File: config.mk
export PLATFORM = sky130hd
export DESIGN_NAME = clk_div_multi
export DESIGN_NICKNAME = d
export VERILOG_FILES = /design/src/rtl/clk_div_multi.sv
export SDC_FILE = /design/constraint.sdc
export NUM_CORES = 2
export LEC_CHECK = 0
export BUFFER_PORTS_ARGS = -buffer_cell sky130_fd_sc_hd__buf_2
export CAP_MARGIN = 20
export CORE_UTILIZATION = 51
export DETAILED_ROUTE_END_ITERATION = 12
export PLACE_DENSITY_LB_ADDON = 0.08
export SLEW_MARGIN = 20
export SYNTH_ARGS = -nofsm -noshare
export SYNTH_HDL_FRONTEND = slang
export SYNTH_SLANG_ARGS = --single-unit
File: constraint.sdc
create_clock -name clk -period 10.2 [get_ports clk]
set_input_delay 2.04 -clock clk [delete_from_list [all_inputs] [get_ports clk]]
set_output_delay 2.04 -clock clk [all_outputs]
set_load 0.02 [all_outputs]
File: src/rtl/clk_div_multi.sv
// clk_div_multi: N-channel programmable clock / strobe divider.
// Period/high updates wait in a shadow and take effect at a channel wrap.
module clk_div_multi #(
   parameter int CLK_FREQ   = 16_000_000,
   parameter int CHANNELS   = 4,
   parameter int CNT_W      = 32,
   parameter int DEFAULT_HZ = 1,
   localparam int CHAN_W    = (CHANNELS > 1) ? $clog2(CHANNELS) : 1
) (
   input  logic                clk,
   input  logic                rst_n,
   input  logic [CHANNELS-1:0] enable,
   input  logic                sync,
   input  logic                cfg_valid,
   output logic                cfg_ready,
   input  logic [CHAN_W-1:0]   cfg_chan,
   input  logic [CNT_W-1:0]    cfg_period,
   input  logic [CNT_W-1:0]    cfg_high,
   output logic                cfg_err,
   output logic [CHANNELS-1:0] div_clk,
   output logic [CHANNELS-1:0] div_pulse
);

   localparam logic [CNT_W-1:0] RST_PERIOD =
      CNT_W'(CLK_FREQ / DEFAULT_HZ);
   localparam logic [CNT_W-1:0] RST_HIGH = RST_PERIOD >> 1;
   localparam logic [CNT_W-1:0] ONE = CNT_W'(1);

   typedef enum logic {RUN, PEND} ch_st_e;

   ch_st_e           st_q      [CHANNELS];
   ch_st_e           st_d      [CHANNELS];
   logic [CNT_W-1:0] period_q  [CHANNELS];
   logic [CNT_W-1:0] period_d  [CHANNELS];
   logic [CNT_W-1:0] high_q    [CHANNELS];
   logic [CNT_W-1:0] high_d    [CHANNELS];
   logic [CNT_W-1:0] cnt_q     [CHANNELS];
   logic [CNT_W-1:0] cnt_d     [CHANNELS];
   logic [CNT_W-1:0] sh_per_q  [CHANNELS];
   logic [CNT_W-1:0] sh_per_d  [CHANNELS];
   logic [CNT_W-1:0] sh_high_q [CHANNELS];
   logic [CNT_W-1:0] sh_high_d [CHANNELS];

   logic [CHANNELS-1:0] div_clk_q, div_clk_d;
   logic [CHANNELS-1:0] div_pulse_q, div_pulse_d;
   logic                cfg_err_q, cfg_err_d;
   logic                chan_ok, cfg_ok, cfg_fire, cfg_take;

   // Handshake: a channel with a shadow still waiting refuses new writes.
   always_comb begin
      chan_ok   = int'(cfg_chan) < CHANNELS;
      cfg_ready = 1'b1;
      for (int i = 0; i < CHANNELS; i++) begin
         if (cfg_chan == CHAN_W'(i) && st_q[i] == PEND) begin
            cfg_ready = 1'b0;
         end
      end
      cfg_ok = chan_ok && (cfg_period >= CNT_W'(2)) &&
               (cfg_high != '0) && (cfg_high < cfg_period);
      cfg_fire  = cfg_valid && cfg_ready;
      cfg_take  = cfg_fire && cfg_ok;
      cfg_err_d = cfg_fire && !cfg_ok;
   end

   // Per-channel next state: sync, then enabled count, then disabled hold.
   always_comb begin
      for (int i = 0; i < CHANNELS; i++) begin
         st_d[i]        = st_q[i];
         period_d[i]    = period_q[i];
         high_d[i]      = high_q[i];
         cnt_d[i]       = cnt_q[i];
         sh_per_d[i]    = sh_per_q[i];
         sh_high_d[i]   = sh_high_q[i];
         div_clk_d[i]   = div_clk_q[i];
         div_pulse_d[i] = 1'b0;
         if (sync) begin
            if (st_q[i] == PEND) begin
               period_d[i] = sh_per_q[i];
               high_d[i]   = sh_high_q[i];
               st_d[i]     = RUN;
            end
            cnt_d[i]     = period_d[i] - ONE;
            div_clk_d[i] = 1'b0;
         end else if (enable[i]) begin
            if (cnt_q[i] == period_q[i] - ONE) begin
               cnt_d[i] = '0;
               if (st_q[i] == PEND) begin
                  period_d[i] = sh_per_q[i];
                  high_d[i]   = sh_high_q[i];
                  st_d[i]     = RUN;
               end
            end else begin
               cnt_d[i] = cnt_q[i] + ONE;
            end
            div_clk_d[i]   = cnt_d[i] < high_d[i];
            div_pulse_d[i] = cnt_d[i] == '0;
         end else if (st_q[i] == PEND) begin
            period_d[i] = sh_per_q[i];
            high_d[i]   = sh_high_q[i];
            st_d[i]     = RUN;
            cnt_d[i]    = sh_per_q[i] - ONE;
         end
         if (cfg_take && cfg_chan == CHAN_W'(i)) begin
            st_d[i]      = PEND;
            sh_per_d[i]  = cfg_period;
            sh_high_d[i] = cfg_high;
         end
      end
   end

   // State registers; reset lands every channel at its default rate.
   always_ff @(posedge clk or negedge rst_n) begin
      if (!rst_n) begin
         for (int i = 0; i < CHANNELS; i++) begin
            st_q[i]      <= RUN;
            period_q[i]  <= RST_PERIOD;
            high_q[i]    <= RST_HIGH;
            cnt_q[i]     <= RST_PERIOD - ONE;
            sh_per_q[i]  <= '0;
            sh_high_q[i] <= '0;
         end
         div_clk_q   <= '0;
         div_pulse_q <= '0;
         cfg_err_q   <= 1'b0;
      end else begin
         for (int i = 0; i < CHANNELS; i++) begin
            st_q[i]      <= st_d[i];
            period_q[i]  <= period_d[i];
            high_q[i]    <= high_d[i];
            cnt_q[i]     <= cnt_d[i];
            sh_per_q[i]  <= sh_per_d[i];
            sh_high_q[i] <= sh_high_d[i];
         end
         div_clk_q   <= div_clk_d;
         div_pulse_q <= div_pulse_d;
         cfg_err_q   <= cfg_err_d;
      end
   end

   assign div_clk   = div_clk_q;
   assign div_pulse = div_pulse_q;
   assign cfg_err   = cfg_err_q;

endmodule

Yosys cells after proc, flatten, opt, wreduce, memory -nomap -nowiden

Cells that the tools add are included.

Register bits: 653
Input bits: 74
Output and inout bits: 10
Logic and storage cells: 199

Add/sub/neg operators: 16
Order comparisons: 6
Equal/unequal tests: 15
Muxes and demuxes: 104
Reductions and logical operators: 28

Operator list:

| operator                                                                             | count |
|---|---|
| 32-bit 2-to-1 mux                                                                    | 68 |
| 32-bit by 1-bit subtractor with 32-bit output, second input constant                 | 12 |
| 32-bit less-than comparator                                                          | 5 |
| 32-bit by 1-bit adder with 32-bit output, second input constant                      | 4 |
| 32-bit == test                                                                       | 4 |
| 32-bit logical NOT                                                                   | 4 |
| 1-bit 2-to-1 mux                                                                     | 36 |
| 32-bit by 2-bit greater-or-equal comparator with 1-bit output, second input constant | 1 |
| 32-bit nonzero test                                                                  | 1 |
| 4-bit by 1-bit != test with 1-bit output, second input constant                      | 4 |
| 1-bit logical AND                                                                    | 13 |
| 3-bit by 1-bit != test with 1-bit output, second input constant                      | 4 |
| 3-bit nonzero test                                                                   | 4 |
| 2-bit nonzero test                                                                   | 4 |
| 2-bit == test, second input constant                                                 | 2 |
| 2-bit by 1-bit == test with 1-bit output, second input constant                      | 1 |
| 2-bit logical NOT                                                                    | 1 |
| 1-bit logical NOT                                                                    | 1 |

Depth between registers and ports, before layout

Depth in word-level cells: 10
Mapped depth: 25
Gate-level depth less buffers: 21

Worst setup path before layout

Ideal clock, no wire load.

Path type: reg-to-reg
From: register st_q[1] (netlist bit)
To: register cnt_q[62] (netlist bit)
Setup time: 133 ps
Data arrival time: 5,195 ps
Data required time: 10,067 ps
Path slack: 4,872 ps
Stages on the path, launching flop included: 19
Path buffers: 8
Clock period less this slack: 5,328 ps
Cells stage by stage: dfrtp_1 -> buf_2 -> buf_1 -> clkbuf_1 -> clkbuf_1 -> buf_1 -> clkbuf_1 -> clkbuf_1 -> mux2i_1 -> ha_1 -> o221ai_1 -> or4b_2 -> clkbuf_1 -> nor4_1 -> nand2_1 -> xor2_1 -> a22oi_1 -> o311a_1 -> a21oi_1

Longest elaborated chain between the ends: 4
Elaborated cells between the ends (all ways): 5
Classes of those cells: add/sub (1); mux (3); reduce/logical (1)

Ends and longest elaborated chain:

| element                                       | line | RTL |
|---|---|---|
| start: declaration                            | 31   | `ch_st_e st_q [CHANNELS];` |
| start signal: indexed assignment              | 127  | `st_q[i] <= st_d[i];` |
| 32-bit 2-to-1 mux                             | -    |  |
| 32-bit 2-to-1 mux                             | 76   | `if (sync) begin` |
| 32-bit by 1-bit subtractor with 32-bit output | 82   | `cnt_d[i] = period_d[i] - ONE;` |
| 32-bit 2-to-1 mux                             | 76   |  |
| end signal: indexed assignment                | 118  | `cnt_q[i] <= RST_PERIOD - ONE;` |
| end signal: indexed assignment                | 130  | `cnt_q[i] <= cnt_d[i];` |
| end: declaration                              | 37   | `logic [CNT_W-1:0] cnt_q [CHANNELS];` |

Several ways; a longest one is shown, not always the timed one. The select of a mux whose other input is x is not followed.
A chain may end at the register's enable or synchronous reset.

Worst setup path in the final report

From: register period_q[96] (netlist bit)
To: register div_clk_q[0], in the netlist div_clk[0]

Longest elaborated chain between the ends: 8
Elaborated cells between the ends (all ways): 11
Classes of those cells: add/sub (1); order compare (1); eq/ne (1); mux (8)

Ends and longest elaborated chain:

| element                                         | line | RTL |
|---|---|---|
| start: declaration                              | 33   | `logic [CNT_W-1:0] period_q [CHANNELS];` |
| start signal: indexed assignment                | 128  | `period_q[i] <= period_d[i];` |
| 32-bit by 1-bit subtractor with 32-bit output * | 85   | `if (cnt_q[i] == period_q[i] - ONE) begin` |
| 32-bit == test *                                | 85   |  |
| 32-bit 2-to-1 mux                               | 85   |  |
| 32-bit 2-to-1 mux                               | 84   | `end else if (enable[i]) begin` |
| 32-bit 2-to-1 mux                               | 76   |  |
| 32-bit less-than comparator *                   | 95   | `div_clk_d[i] = cnt_d[i] < high_d[i];` |
| 1-bit 2-to-1 mux *                              | 84   |  |
| 1-bit 2-to-1 mux *                              | 76   |  |
| end signal: assignment                          | 134  | `div_clk_q <= div_clk_d;` |
| end: declaration                                | 44   | `logic [CHANNELS-1:0] div_clk_q, div_clk_d;` |

Mark *: on every way between the ends. The rest lies on a longest branch, timed or not. The select of a mux whose other input is x is not followed.

==> flow_summary.yaml <==
logic_synthesis:
  async_reset_ff_frac: 1.000
  ys_seq_area_frac: 0.3443
  syn-num-nets: 5371
  synth.distinct_cells: 95
  synth.top_cells.by_area: "dfrtp_1 (28%), mux2_2 (10%), dfstp_2 (6.6%), xnor2_1 (5.8%), mux2i_1 (5.3%)"
  avgSynthCellArea_um2: 9.344
  synth-edff-count: 0
  ys.flop_type: "dfrtp_1"
  yosys_warnings: 0
  yosysTopAreaCell: "dfrtp_1"
  synth_area_um2: 47900
  synth_top_area_frac: 0.2785
  synth_seq_cells: 653
  synthCells: 5126
clock_network:
  ctsRootBufferMaster: "clkbuf_16"
  clock_path_buffers: 3
  cts_resized: 0
  cts_made_buffers: 78
  cts_num_sinks: 653
  htreeDepth: 3
  post_cts_buffers: 0
  clk_pin_slew_ns: 0.06
  insertion_delay_ns: 0.68
  cts_tree: "yes"
  cts_hold_buf: 0
power_and_ir_drop:
  p_comb_frac: 0.402
  p_clk_frac: 0.215
  p_int_mw: 8.264
  leakagePower_nw: 21.04
  p_switching_mw: 5.880
  ir_worst_vdd_v: 0.0001908
  total_power_mw: 14.14
  switching_share: 0.4157
  powerDensity_nw_per_um2: 274.3
  p_seq_frac: 0.384
global_route:
  antenna_found_initial: 20
  grt.overflow.total: 0
  grt_pass1_wl_um: 240400
  grt_pass1_vias: 37809
  grt_max_degree: 127
  track_usage: 0.3314
critical_path:
  crit_slowest_cell: "nor4b_1"
  worstPathRequired_ns: 10.73
  arrival_ns: 7.35
  path_buf_inv: 4
  crit_fanout: 40
  cp_cell_sequence: "inv_1 > ha_1 > nor4b_1 > nand3_1 > or3_1 > o31ai_1 > nand4_1 > nor4_1 > and4_1 > buf_4 > and2_2 > buf_4 > mux2i_1 > ha_1 > nand2_1 > nor4_1 > inv_1 > nor3_1 > nand2_1 > a2111o_1 > nor4_1 > a211oi_1"
  setup.worst_path.start_class: "flop"
  r2r_slack_ns: 3.38
  cp-end-kind: "flop"
  crit_path_frequent_cell: "nor4_1"
  critPathKind: "reg2reg"
  cp_top_family: "simple AND/OR/NAND/NOR gates"
  cp_slowest_stage_delay_ns: 0.62
route:
  first_pass_iters: 5
  dr_wl_met2_um: 68640
  route.antenna.remaining_nets: 0
  remaining_drc_errors: 0
  dr.max_layer_used: "met5"
  vias: 39984
  drt_iter0_drc: 3813
  met3_wirelength_um: 12090
  via_per_inst: 6.369
  wl_per_cell_um: 25.22
  met1_length_um: 70840
  routed_wirelength_um: 158300
sta:
  hold_viol: 0
  min_period_ns: 6.816
  relSlewSlack: 0.2279
  maxSlewViolCount: 0
  finalClockSkew_ns: 0.02943
  holdWs_ns: 0.5016
  finalSetupTns_ns: 0
  tightest_slew_ns: 1.155
  setup_violations: 0
  fmax_mhz: 146.7
  rsz0062_at_grt: "false"
  min_period_over_period: 0.6682
die:
  io_pins: 84
  rows: 112
  chipWidth_um: 308.5
  die-area_um2: 95140
  fp.dieH_um: 308.5
  coreArea_um2: 93190
  initial_core_util: 0.5140
layout:
  design_area_um2: 51560
  fin_nets: 5200
  fillers: 8485
  multi_input_area_um2: 29510
  drive_gt1_frac: 0.1903
  regArea_um2: 16510
  syn2layout_area_growth_pct: 7.657
run_status:
  status: "complete, no violations"
place:
  gp_congestion: 0.9542
  portBuffers: 83
  dp_hpwl_um: 113200
  dpl_cell_area_um2: 48780
worst_hold_path:
  hold_path_class: "reg2reg"
flow_run:
  drv_cap: 0
## per-layer routing
layer / vias to the layer above / global-route usage
li1: 18320 / -
met5: - / 0
met1: 19760 / 0.4752
met3: 330 / 0.05264
met2: 1566 / 0.4977
met4: 8 / 0.1305
## power by group through the flow
stage          combinational, mW  sequential, mW  clock (mW)
6_report                    5.68            5.43        3.03
5_1_grt                     6.31            5.58        3.19
4_1_cts                     5.65            5.36        3.09
3_5_place_dp                5.62            5.40           0
3_3_place_gp                5.55            5.37           0
2_1_floorplan               4.99            4.33           0
## final cells by class
class	count	area share
clock inverters	30	0.009900
well taps	1254	0.03043
inverters	107	0.007789
clock buffers	114	0.04339
diodes	5	0.0002427
flip-flops and latches	653	0.3201
repair buffers	131	0.01577
multi-input cells	3984	0.5724
## path summary, 6_finish.rpt
kind	start	end	depth (start not counted)
worst max-delay path	period_q[96]	div_clk[0]	22
worst min-delay path	high_q[5]	high_q[5]	1
worst max register to register	period_q[96]	div_clk[0]	22
worst min register to register	high_q[5]	high_q[5]	1
max in group asynchronous	rst_n	high_q[68]	3
min in group asynchronous	rst_n	period_q[105]	1
## cells in the final DEF, fill, tap and decap left out, drive strengths merged, types with 171 or more instances in the layout
| cell type | count |
|---|---|
| nor3 | 184 |
| xnor2 | 315 |
| nor2 | 427 |
| xor2 | 192 |
| a21oi | 330 |
| ha | 171 |
| mux2i | 255 |
| nand2 | 266 |
| mux2 | 499 |
| dfrtp | 533 |
## cells by family (layout without fill, tap and decap cells)
group | Yosys count | count (layout) | share of synthesized area
buffers and inverters | 489 | 382 | 0.04146
other | 0 | 5 | 0
flip-flops | 653 | 653 | 0.3443
XOR/XNOR | 508 | 508 | 0.09318
AO/OA/AOI/OAI | 890 | 890 | 0.1195
adder cells (fa/ha/maj) | 171 | 171 | 0.04467
AND/OR/NAND/NOR | 1661 | 1661 | 0.1815
multiplexers | 754 | 754 | 0.1753
## flip-flops by register name, summed over array words and instances, names as in the netlist
| signal | flops |
|---|---|
| period_q | 128 |
| high_q | 128 |
| div_pulse | 4 |
| sh_per_q | 128 |
| cnt_q | 128 |
| sh_high_q | 128 |
| div_clk | 4 |
| cfg_err | 1 |
| st_q | 4 |
## per-stage QoR
step | setup slack, ns | std cells | util
floorplan | 4.872 | 5126 | -
global placement | 3.553 | 6129 | 0.5234
detailed placement | 3.440 | 6129 | 0.5234
CTS | 3.407 | 6273 | 0.5529
global route | 2.792 | 6274 | 0.5532
finish | 3.384 | 6278 | 0.5533
## synthesized netlist by cell type (all sizes together) (23+ instances only)
| cell | number |
|---|---|
| a211oi | 35 |
| a21o | 52 |
| a21oi | 330 |
| a31oi | 38 |
| and3 | 54 |
| and4 | 28 |
| buf | 92 |
| clkbuf | 290 |
| dfrtp | 533 |
| dfstp | 120 |
| ha | 171 |
| inv | 105 |
| mux2 | 499 |
| mux2i | 255 |
| nand2 | 266 |
| nand2b | 47 |
| nand3 | 133 |
| nand4 | 98 |
| nor2 | 427 |
| nor2b | 50 |
| nor3 | 184 |
| nor3b | 26 |
| nor4 | 121 |
| o211ai | 23 |
| o21a | 25 |
| o21ai | 140 |
| o31ai | 33 |
| or2 | 26 |
| or3 | 70 |
| or4 | 40 |
| xnor2 | 315 |
| xor2 | 192 |
No activity file was read; power rests on OpenSTA's default activity.
